**src/rtl/all_pkgs.sv**
```systemverilog
`default_nettype none
// =============================================================================
// Module   : all_pkgs
// Brief    : Shared widths, the HALT encoding and fetch FSM states.
// Revision : 1.0 - initial release
// =============================================================================
package all_pkgs;

  localparam int WIDTH = 32;

  // EBREAK encoding doubles as the halt marker.
  localparam logic [WIDTH-1:0] HALT = 32'h0010_0073;

  typedef enum logic [1:0] {
    IDLE = 2'd0,
    REQ  = 2'd1,
    WAIT = 2'd2,
    DROP = 2'd3
  } fetch_state_t;

endpackage
`default_nettype wire

```
**src/rtl/fetch_fifo.sv**
```systemverilog
`default_nettype none
// =============================================================================
// Module   : fetch_fifo
// Brief    : Power-of-two instruction queue with synchronous flush and count.
// Revision : 1.0 - initial release
// =============================================================================
module fetch_fifo #(
  parameter int DEPTH = 4,
  parameter int DW    = 64
) (
  input  logic                   clk,
  input  logic                   rst_n,
  input  logic                   push,
  input  logic                   pop,
  input  logic                   flush,
  input  logic [DW-1:0]          wdata,
  output logic [DW-1:0]          rdata,
  output logic                   full,
  output logic                   empty,
  output logic [$clog2(DEPTH):0] count
);

  localparam int c_aw = $clog2(DEPTH);
  localparam int c_cw = c_aw + 1;

  logic [DW-1:0]   r_mem [DEPTH];
  logic [c_aw-1:0] r_wr_ptr;
  logic [c_aw-1:0] r_rd_ptr;
  logic [c_cw-1:0] r_count;
  logic            w_wr;
  logic            w_rd;

  assign full  = (r_count == c_cw'(DEPTH));
  assign empty = (r_count == '0);
  assign count = r_count;
  assign rdata = r_mem[r_rd_ptr];
  assign w_wr  = push && !full;
  assign w_rd  = pop && !empty;

  // Storage is cleared on reset so the head reads as zero out of reset.
  always_ff @(posedge clk or negedge rst_n) begin
    if (!rst_n) begin
      for (int i = 0; i < DEPTH; i++) r_mem[i] <= '0;
    end else if (w_wr && !flush) begin
      r_mem[r_wr_ptr] <= wdata;
    end
  end

  always_ff @(posedge clk or negedge rst_n) begin
    if (!rst_n) begin
      r_wr_ptr <= '0;
      r_rd_ptr <= '0;
      r_count  <= '0;
    end else if (flush) begin
      r_wr_ptr <= '0;
      r_rd_ptr <= '0;
      r_count  <= '0;
    end else begin
      if (w_wr) r_wr_ptr <= r_wr_ptr + c_aw'(1);
      if (w_rd) r_rd_ptr <= r_rd_ptr + c_aw'(1);
      r_count <= r_count + c_cw'(w_wr) - c_cw'(w_rd);
    end
  end

endmodule
`default_nettype wire

```
**src/rtl/fetch_stage.sv**
```systemverilog
`default_nettype none
// =============================================================================
// Module   : fetch_stage
// Brief    : Single-outstanding instruction fetch with queue and redirect.
//            Optional halt-on-HALT-word behaviour under macro FETCH_HALT_EN.
// Revision : 1.0 - initial release
// =============================================================================
module fetch_stage
  import all_pkgs::*;
#(
  parameter logic [WIDTH-1:0] RESET_PC   = 32'h0000_0000,
  parameter int               FIFO_DEPTH = 4
) (
  input  logic             clk,
  input  logic             rst_n,
  output logic             imem_req,
  output logic [WIDTH-1:0] imem_addr,
  input  logic             imem_gnt,
  input  logic             imem_rvalid,
  input  logic [WIDTH-1:0] imem_rdata,
  input  logic             redirect_valid,
  input  logic [WIDTH-1:0] redirect_pc,
  output logic             if_valid,
  input  logic             id_ready,
  output logic [WIDTH-1:0] if_pc,
  output logic [WIDTH-1:0] if_instr
);

  localparam int c_cnt_w = $clog2(FIFO_DEPTH) + 1;

  fetch_state_t       r_state;
  logic [WIDTH-1:0]   r_fetch_pc;
  logic [WIDTH-1:0]   r_req_pc;
  logic               w_push;
  logic               w_pop;
  logic               w_full;
  logic               w_empty;
  logic [c_cnt_w-1:0] w_count;
  logic [c_cnt_w-1:0] w_count_nxt;
  logic               w_room;
  logic [2*WIDTH-1:0] w_head;
  logic [WIDTH-1:0]   w_redirect_pc;
  logic               w_halted;
  logic               w_halt_hit;

  assign imem_req      = (r_state == REQ);
  assign imem_addr     = r_fetch_pc;
  assign if_valid      = !w_empty;
  assign if_pc         = w_head[2*WIDTH-1:WIDTH];
  assign if_instr      = w_head[WIDTH-1:0];
  assign w_redirect_pc = redirect_pc & ~WIDTH'(3);

  // A response landing together with a redirect is stale and never pushed.
  assign w_push      = (r_state == WAIT) && imem_rvalid && !redirect_valid;
  assign w_pop       = if_valid && id_ready;
  assign w_count_nxt = w_count + c_cnt_w'(1) - c_cnt_w'(w_pop);
  assign w_room      = (w_count_nxt < c_cnt_w'(FIFO_DEPTH));

`ifdef FETCH_HALT_EN
  logic r_halted;

  assign w_halt_hit = w_push && (imem_rdata == HALT);
  assign w_halted   = r_halted;

  always_ff @(posedge clk or negedge rst_n) begin
    if (!rst_n) begin
      r_halted <= 1'b0;
    end else if (redirect_valid) begin
      r_halted <= 1'b0;
    end else if (w_halt_hit) begin
      r_halted <= 1'b1;
    end
  end
`else
  assign w_halt_hit = 1'b0;
  assign w_halted   = 1'b0;
`endif

  always_ff @(posedge clk or negedge rst_n) begin
    if (!rst_n) begin
      r_state    <= IDLE;
      r_fetch_pc <= RESET_PC;
      r_req_pc   <= RESET_PC;
    end else begin
      if (redirect_valid) r_fetch_pc <= w_redirect_pc;
      case (r_state)
        IDLE: begin
          if (redirect_valid || (!w_full && !w_halted)) r_state <= REQ;
        end
        REQ: begin
          if (imem_gnt) begin
            r_req_pc <= r_fetch_pc;
            if (redirect_valid) begin
              r_state <= DROP;
            end else begin
              r_state    <= WAIT;
              r_fetch_pc <= r_fetch_pc + WIDTH'(4);
            end
          end
        end
        WAIT: begin
          if (redirect_valid) begin
            r_state <= imem_rvalid ? REQ : DROP;
          end else if (imem_rvalid) begin
            r_state <= (w_room && !w_halt_hit) ? REQ : IDLE;
          end
        end
        DROP: begin
          if (imem_rvalid) r_state <= REQ;
        end
        default: r_state <= IDLE;
      endcase
    end
  end

  fetch_fifo #(
    .DEPTH (FIFO_DEPTH),
    .DW    (2 * WIDTH)
  ) u_fifo (
    .clk   (clk),
    .rst_n (rst_n),
    .push  (w_push),
    .pop   (w_pop),
    .flush (redirect_valid),
    .wdata ({r_req_pc, imem_rdata}),
    .rdata (w_head),
    .full  (w_full),
    .empty (w_empty),
    .count (w_count)
  );

endmodule
`default_nettype wire

```
**config.mk**
```make
export PLATFORM = sky130hd
export DESIGN_NAME = fetch_stage
export DESIGN_NICKNAME = d
export VERILOG_FILES = /design/src/rtl/all_pkgs.sv /design/src/rtl/fetch_fifo.sv /design/src/rtl/fetch_stage.sv
export SDC_FILE = /design/constraint.sdc
export NUM_CORES = 1
export LEC_CHECK = 0
export ABC_AREA = 1
export BUFFER_PORTS_ARGS = -buffer_cell sky130_fd_sc_hd__buf_2
export CAP_MARGIN = 30
export CORE_MARGIN = 10
export CORE_UTILIZATION = 52
export CTS_BUF_LIST = sky130_fd_sc_hd__clkbuf_4
export DETAILED_ROUTE_END_ITERATION = 10
export GPL_TIMING_DRIVEN = 0
export PLACE_DENSITY = 0.82
export SYNTH_ARGS = -nofsm -noshare
export SYNTH_HDL_FRONTEND = slang
export SYNTH_SLANG_ARGS = --single-unit
```
**constraint.sdc**
```tcl
create_clock -name clk -period 2.8 [get_ports clk]
set_clock_uncertainty 0.1 [all_clocks]
set_input_delay 0.56 -clock clk [delete_from_list [all_inputs] [get_ports clk]]
set_output_delay 0.56 -clock clk [all_outputs]
set_load 0.01 [all_outputs]
```
==> metrics.cfg, run 1 <==
[timing]
min_period_ps=3040
finalCritPeriodShare=1.09
setup_ws_ps=-243
fmax_mhz=329
slew_headroom=0.381
grt_setup_unrepaired=yes
worstMarginPinSlew_ps=929
final_max_slew_viol_count=0
finalHoldViolCount=0
setup_violations=37

[critical_path]
crit_chain=buf_8, clkinvlp_4, buf_12, buf_8, nor2_1, o22ai_2, buf_2
path_common_cell=buf_8
end_kind=output port
critPathLaunchType=register
crit_family=buffers and inverters
worst-path-buf-inv=5
arrival_ps=2380
worst-setup-path-type=register to output port
crit_slowest_cell=dfrtp_2
worstPathRequired_ps=2140
crit_path_max_fanout=10
slowest_delay_ps=390

[placement]
dp_cells=2301
post_dp_cell_area_um2=16700
gp_congestion=0.903
hpwl_mm=29.9
io_buffers=165

[yosys]
synth_flop_cell=dfrtp_1
synth.avg_cell_area_um2=8.78
seq_area_frac_synth=0.536
synth_top_area_share=0.536
syn-cell-area_um2=15400
yosys_warnings=0
synthTopCellsByCount=nand2_1, dfrtp_1, o21ai_0
synthArstFlopShare=1.00
synth_most_common_cell=nand2_1
syn-num-nets=1833
ys_ff_latch=329
ys_types=34
synth-edff-count=0
synth_area_leaders=dfrtp_1, nand2_1, o21ai_0, o21ai_1, o21ai_2
synth_top_area_cell=dfrtp_1
syn_inst=1750

[floorplanning]
die-area_um2=36800
num_io_pins=168
fp.dieW_um=192
initial_utilization=0.531
rows=62
die_h_um=192
core-area_um2=28900

[power]
power.density_nw_per_um2=837
fin_total_pwr_mw=16.0
p_leak_nw=9.32
intPower_mw=9.99
clkPwrFrac=0.257
ir_worst_vdd_v=0.000469
switching_share=0.374
switchingPower_mw=5.97
p_seq_frac=0.377
comb_power_share=0.366

[final_layout]
drive_gt1_frac=0.297
area_growth_pct=24.2
fillers=2274
final_cells=2468
stdcell_area_um2=19100
final_nets=2119

[clock_tree]
clockRootBuffer=clkbuf_4
cts_tree=built
clk_path_buf_depth=3
clk_latency_ps=710
cts_buffers=86
clk_pin_slew_ps=60
cts.sink_count=329
h-tree-depth=3

[route]
routed_wirelength_mm=46.6
drt-pass1-iter-count=6
vias=14000
wl_per_cell_um=18.9
drt_iter0_markers=1310
viasPerCell=5.68
drc=0
ant_nets=0

[min_path]
worstHoldPathType=input pin to register

[grt]
grt_start_max_net_pins=118
grt_pass1_wl_mm=72.4
antenna_found_initial=1
first_global_vias=14200
grtUsageTotal=0.243
grt_overflow_total=0

[run]
drv_cap=0

[run_status]
status=finished, violations left
violations=setup timing

-- layout by cell type (no fill, tap or decap), types with 4 or more instances in the layout --
cell,instances
o21ai_1,199
dfrtp_1,328
clkbuf_8,5
clkbuf_4,120
dlygate4sd3_1,18
buf_8,7
o21ai_0,109
clkbuf_2,11
o21ai_4,11
xor2_1,4
clkbuf_16,7
nand4_1,8
nand2_1,394
buf_2,179
nor3_1,9
inv_1,123
a21oi_1,19
nand3_1,26
nor2_4,9
ha_1,12
nand2_2,5
buf_1,4
nor2_2,23
buf_4,8
nor2_1,145
o21ai_2,125
clkbuf_1,4
buf_6,53
o22ai_1,34
clkinv_1,13
o22ai_2,30
buf_12,7
-- final cells by class --
class / instances / area [um2] / share of cell area
tap: 384 / 480 / 0.0252
clock inverter: 19 / 160 / 0.00840
multi-input combinational: 1181 / 6390 / 0.335
timing repair buffer: 198 / 1330 / 0.0696
sequential: 329 / 8230 / 0.432
clock buffer: 115 / 863 / 0.0453
buffer: 114 / 1130 / 0.0594
antenna: 2 / 5.00 / 0.000262
inverter: 126 / 479 / 0.0251
-- registers in the layout, summed over array words and instances, names as in the netlist --
register,count
u_fifo.r_wr_ptr,2
r_state,2
u_fifo.r_rd_ptr,2
r_req_pc,32
u_fifo.count,3
imem_addr,32
u_fifo.r_mem,256
-- power by group through the flow --
stage	registers, mW	logic [mW]	clock network (mW)
after global placement	6.01	4.53	0
after global routing	6.09	6.35	4.43
after floorplan	5.95	2.86	0
after CTS	5.97	5.37	4.15
after detailed placement	6.04	4.67	0
final	6.01	5.84	4.11
-- through the flow --
step                      setup TNS, ps  hold slack [ps]  utilization  setup slack, ps
after global placement         -1613580              359        0.576            -4950
after global routing              -6090             10.0        0.659             -311
after floorplan                       0              164            -              674
final                             -1280             47.7        0.659             -243
after detailed placement          -5.11              362        0.578            -5.11
after CTS                         -4360            0.351        0.643             -119
-- worst paths after layout --
path / from / endpoint / slack (ps) / cells past startpoint
setup / recovery: u_fifo.r_rd_ptr[0] / if_pc[16] / -240 / 7
hold / removal: redirect_pc[6] / imem_addr[6] / 50 / 3
setup reg to reg: u_fifo.count[2] / u_fifo.count[2] / 370 / 9
hold reg to reg: u_fifo.r_mem[92] / u_fifo.r_mem[92] / 380 / 2
max in group asynchronous: rst_n / u_fifo.r_mem[94] / 1120 / 3
min in group asynchronous: rst_n / u_fifo.r_mem[203] / 380 / 2
-- cells by family (layout without fill, tap and decap cells) --
kind of cell | Yosys count | count (layout) | share of synthesized area
other | 0 | 2 | 0
xor gates and xnor gates | 4 | 4 | 0.00228
adders and majority gates | 13 | 13 | 0.0111
and+or+nand+nor | 627 | 627 | 0.162
buffers and inverters | 240 | 572 | 0.0846
DFF | 329 | 329 | 0.536
AOI/OAI and AO/OA | 535 | 535 | 0.203
muxes | 2 | 2 | 0.00130
-- routing by layer --
layer / vias to the layer above / track usage / share of wire
met3: 105 / 0.0559 / 0.092
met1: 6769 / 0.310 / 0.40
met2: 742 / 0.393 / 0.48
met5: - / 0 / 0
met4: 0 / 0.102 / 0.030
li1: 6406 / - / -
-- what timing repair did --
action | CTS | global route
gates resized for setup | 175 | 148
hold buffers | 18 | 0
cloned | 5 | 3
pin swaps | 22 | 24
setup endpoints to repair | 64 | 64
setup buffers | 6 | 0
hold endpoints to repair | 132 | 0
-- worst reg2reg max path, delay by kind of cell (launching register included) --
kind	cells	cell delay, ps
buffers and inverters	2	110
and+or+nand+nor	3	400
adders and majority gates	3	850
AOI/OAI and AO/OA	1	480
DFF	1	410
(Power assumes the default switching activity.)
==> run 2, diff against run 1 <==
Settings changed: RECOVER_POWER set to 100.
==> run 2 against run 1 <==
Compared with the run above: the run ends with capacitance limit, slew limit, setup timing left; total power decreased by 0.83%; clock-buffer cell count unchanged; maximum frequency increased by 6.1%; flip-flop and latch count unchanged; via count increased by 0.24%; critical path depth increased by 1; non-clock buffer count unchanged; global-route usage unchanged; critical path type unchanged; critical endpoint is now if_pc[25].
==> metrics.cfg, run 2 (synthesis results as in run 1) <==
[timing]
worstMarginPinSlew_ps=1640  ; +715 ps
setup_ws_ps=-67.1  ; +176 ps
final_max_slew_viol_count=116  ; +116
grt_setup_unrepaired=yes
finalHoldViolCount=0  ; unchanged
setup_violations=36  ; -2.7%
slew_headroom=-0.0958  ; -0.476
min_period_ps=2870  ; -176 ps
fmax_mhz=349  ; +6.1%
finalCritPeriodShare=1.02  ; -0.0627

[grt]
antenna_found_initial=1  ; unchanged
first_global_vias=14200  ; unchanged
grt_start_max_net_pins=118  ; unchanged
grtUsageTotal=0.243  ; unchanged
grt_overflow_total=0  ; unchanged
grt_pass1_wl_mm=72.4  ; unchanged

[run_status]
violations=capacitance limit, slew limit, setup timing
status=finished, violations left

[clock_tree]
clk_latency_ps=720  ; about the same
clk_path_buf_depth=3  ; unchanged
clockRootBuffer=clkbuf_4
clk_pin_slew_ps=60  ; about the same
h-tree-depth=3  ; unchanged
cts_tree=built
cts.sink_count=329  ; unchanged
cts_buffers=86  ; unchanged

[power]
clkPwrFrac=0.259  ; +0.002
p_seq_frac=0.380  ; +0.003
switching_share=0.372  ; -0.00160
switchingPower_mw=5.89  ; -1.3%
power.density_nw_per_um2=850  ; +1.6%
comb_power_share=0.361  ; -0.005
intPower_mw=9.93  ; -0.58%
p_leak_nw=9.06  ; -2.8%
ir_worst_vdd_v=0.000461  ; -1.7%
fin_total_pwr_mw=15.8  ; -0.83%

[critical_path]
critPathLaunchType=register
end_kind=output port
arrival_ps=2210  ; -170 ps
worst-setup-path-type=register to output port
crit_path_max_fanout=5  ; -5
worstPathRequired_ps=2140  ; about the same

[placement]
dp_cells=2301  ; unchanged
gp_congestion=0.903  ; unchanged
hpwl_mm=29.9  ; unchanged
dpl_worst_slack_ps=-5.11  ; unchanged
io_buffers=165  ; unchanged

[floorplanning]
rows=62  ; unchanged
die_h_um=192  ; unchanged
fp.dieW_um=192  ; unchanged
initial_utilization=0.531  ; unchanged
die-area_um2=36800  ; unchanged
num_io_pins=168  ; unchanged
core-area_um2=28900  ; unchanged

[min_path]
worstHoldPathType=input pin to register

[route]
drc=0  ; unchanged
drt-pass1-iter-count=5  ; -1
vias=14100  ; +0.24%
viasPerCell=5.69  ; +0.24%
drt_iter0_markers=1334  ; +1.8%
routed_wirelength_mm=46.3  ; -0.51%
ant_nets=0  ; unchanged
wl_per_cell_um=18.8  ; -0.51%

[final_layout]
final_cell_mix=nand2_1, dfrtp_1, o21ai_0, o21ai_1, nor2_1
final_nets=2119  ; unchanged
final_cells=2468  ; unchanged
top_register=u_fifo.r_mem
fin_util=0.643  ; -0.0157
final_common_cell=nand2_1
drive_gt1_frac=0.255  ; -0.0427
area_growth_pct=21.2
largest_reg_flops=256  ; unchanged

[run]
drv_cap=1  ; +1

## run 2: changes by cell type in the layout (fill, tap and decap cells not counted), moves of 5 or more
| cell | previous run | this run |
|---|---|---|
| nand2_2 | 5 | 0 |
| clkbuf_2 | 11 | 49 |
| buf_2 | 179 | 133 |
| o21ai_0 | 109 | 179 |
| o21ai_2 | 125 | 86 |
| o21ai_1 | 199 | 168 |
| buf_6 | 53 | 22 |
| nand2_1 | 394 | 399 |
| clkbuf_1 | 4 | 44 |
## run 2: per-stage QoR
stage | hold WS [ps] | instance area [um2] | setup TNS [ps]
after floorplan | 164 | 15400 | 0
after global placement | 359 | 16700 | -1613580
after detailed placement | 362 | 16700 | -5.11
after CTS | 0.351 | 18600 | -4360
after global routing | -3.67 | 18600 | -6850
final | 36.6 | 18600 | -1150
## run 2: per-layer routing
layer / wire (um) / track usage / share of wire
met5: 0 / 0 / 0
met4: 1510 / 0.102 / 0.032
met1: 18200 / 0.310 / 0.39
met3: 4550 / 0.0559 / 0.098
met2: 22100 / 0.393 / 0.48
## run 2: path summary, 6_finish.rpt
path | start | endpoint | slack [ps] | cells after the start
setup / recovery | u_fifo.r_rd_ptr[0] | if_pc[25] | -70 | 8
hold / removal | redirect_pc[6] | imem_addr[6] | 40 | 3
setup reg to reg | r_state[0] | u_fifo.r_mem[243] | 120 | 10
hold reg to reg | u_fifo.r_mem[92] | u_fifo.r_mem[92] | 380 | 2
max in group asynchronous | rst_n | u_fifo.r_mem[99] | 280 | 3
min in group asynchronous | rst_n | u_fifo.r_mem[203] | 700 | 2
## run 2: cell type report
| cell class | count | area, um2 |
|---|---|---|
| tap | 384 | 480 |
| clock inverter | 19 | 160 |
| antenna | 2 | 5.00 |
| timing repair buffer | 198 | 1260 |
| inverter | 126 | 478 |
| sequential | 329 | 8230 |
| buffer | 114 | 932 |
| fill | 2400 | 10300 |
| clock buffer | 115 | 863 |
| multi-input combinational | 1181 | 6200 |
## run 2: worst max-delay path, cell delays in order (launching register included)
cell        delay (ps)
dfrtp_2            430
buf_8              140
clkinvlp_4         130
buf_6              130
buf_8              130
buf_8              150
nor2_2              40
o22ai_2            180
buf_2              170
## run 2: power by group through the flow
stage	Sequential, mW	Combinational [mW]	Clock [mW]
detailed placement	6.04	4.67	0
floorplan	5.95	2.86	0
global route	6.10	6.22	4.43
global placement	6.01	4.53	0
finish	6.01	5.71	4.10
CTS	5.97	5.37	4.15
## run 2: repair_timing
item / CTS / global route
cloned: 5 / 3
resized for setup: 175 / 148
endpoints found under the hold margin: 132 / 0
setup buffers: 6 / 0
pin swaps: 22 / 24
setup endpoints to repair: 64 / 64
hold buffers: 18 / 0
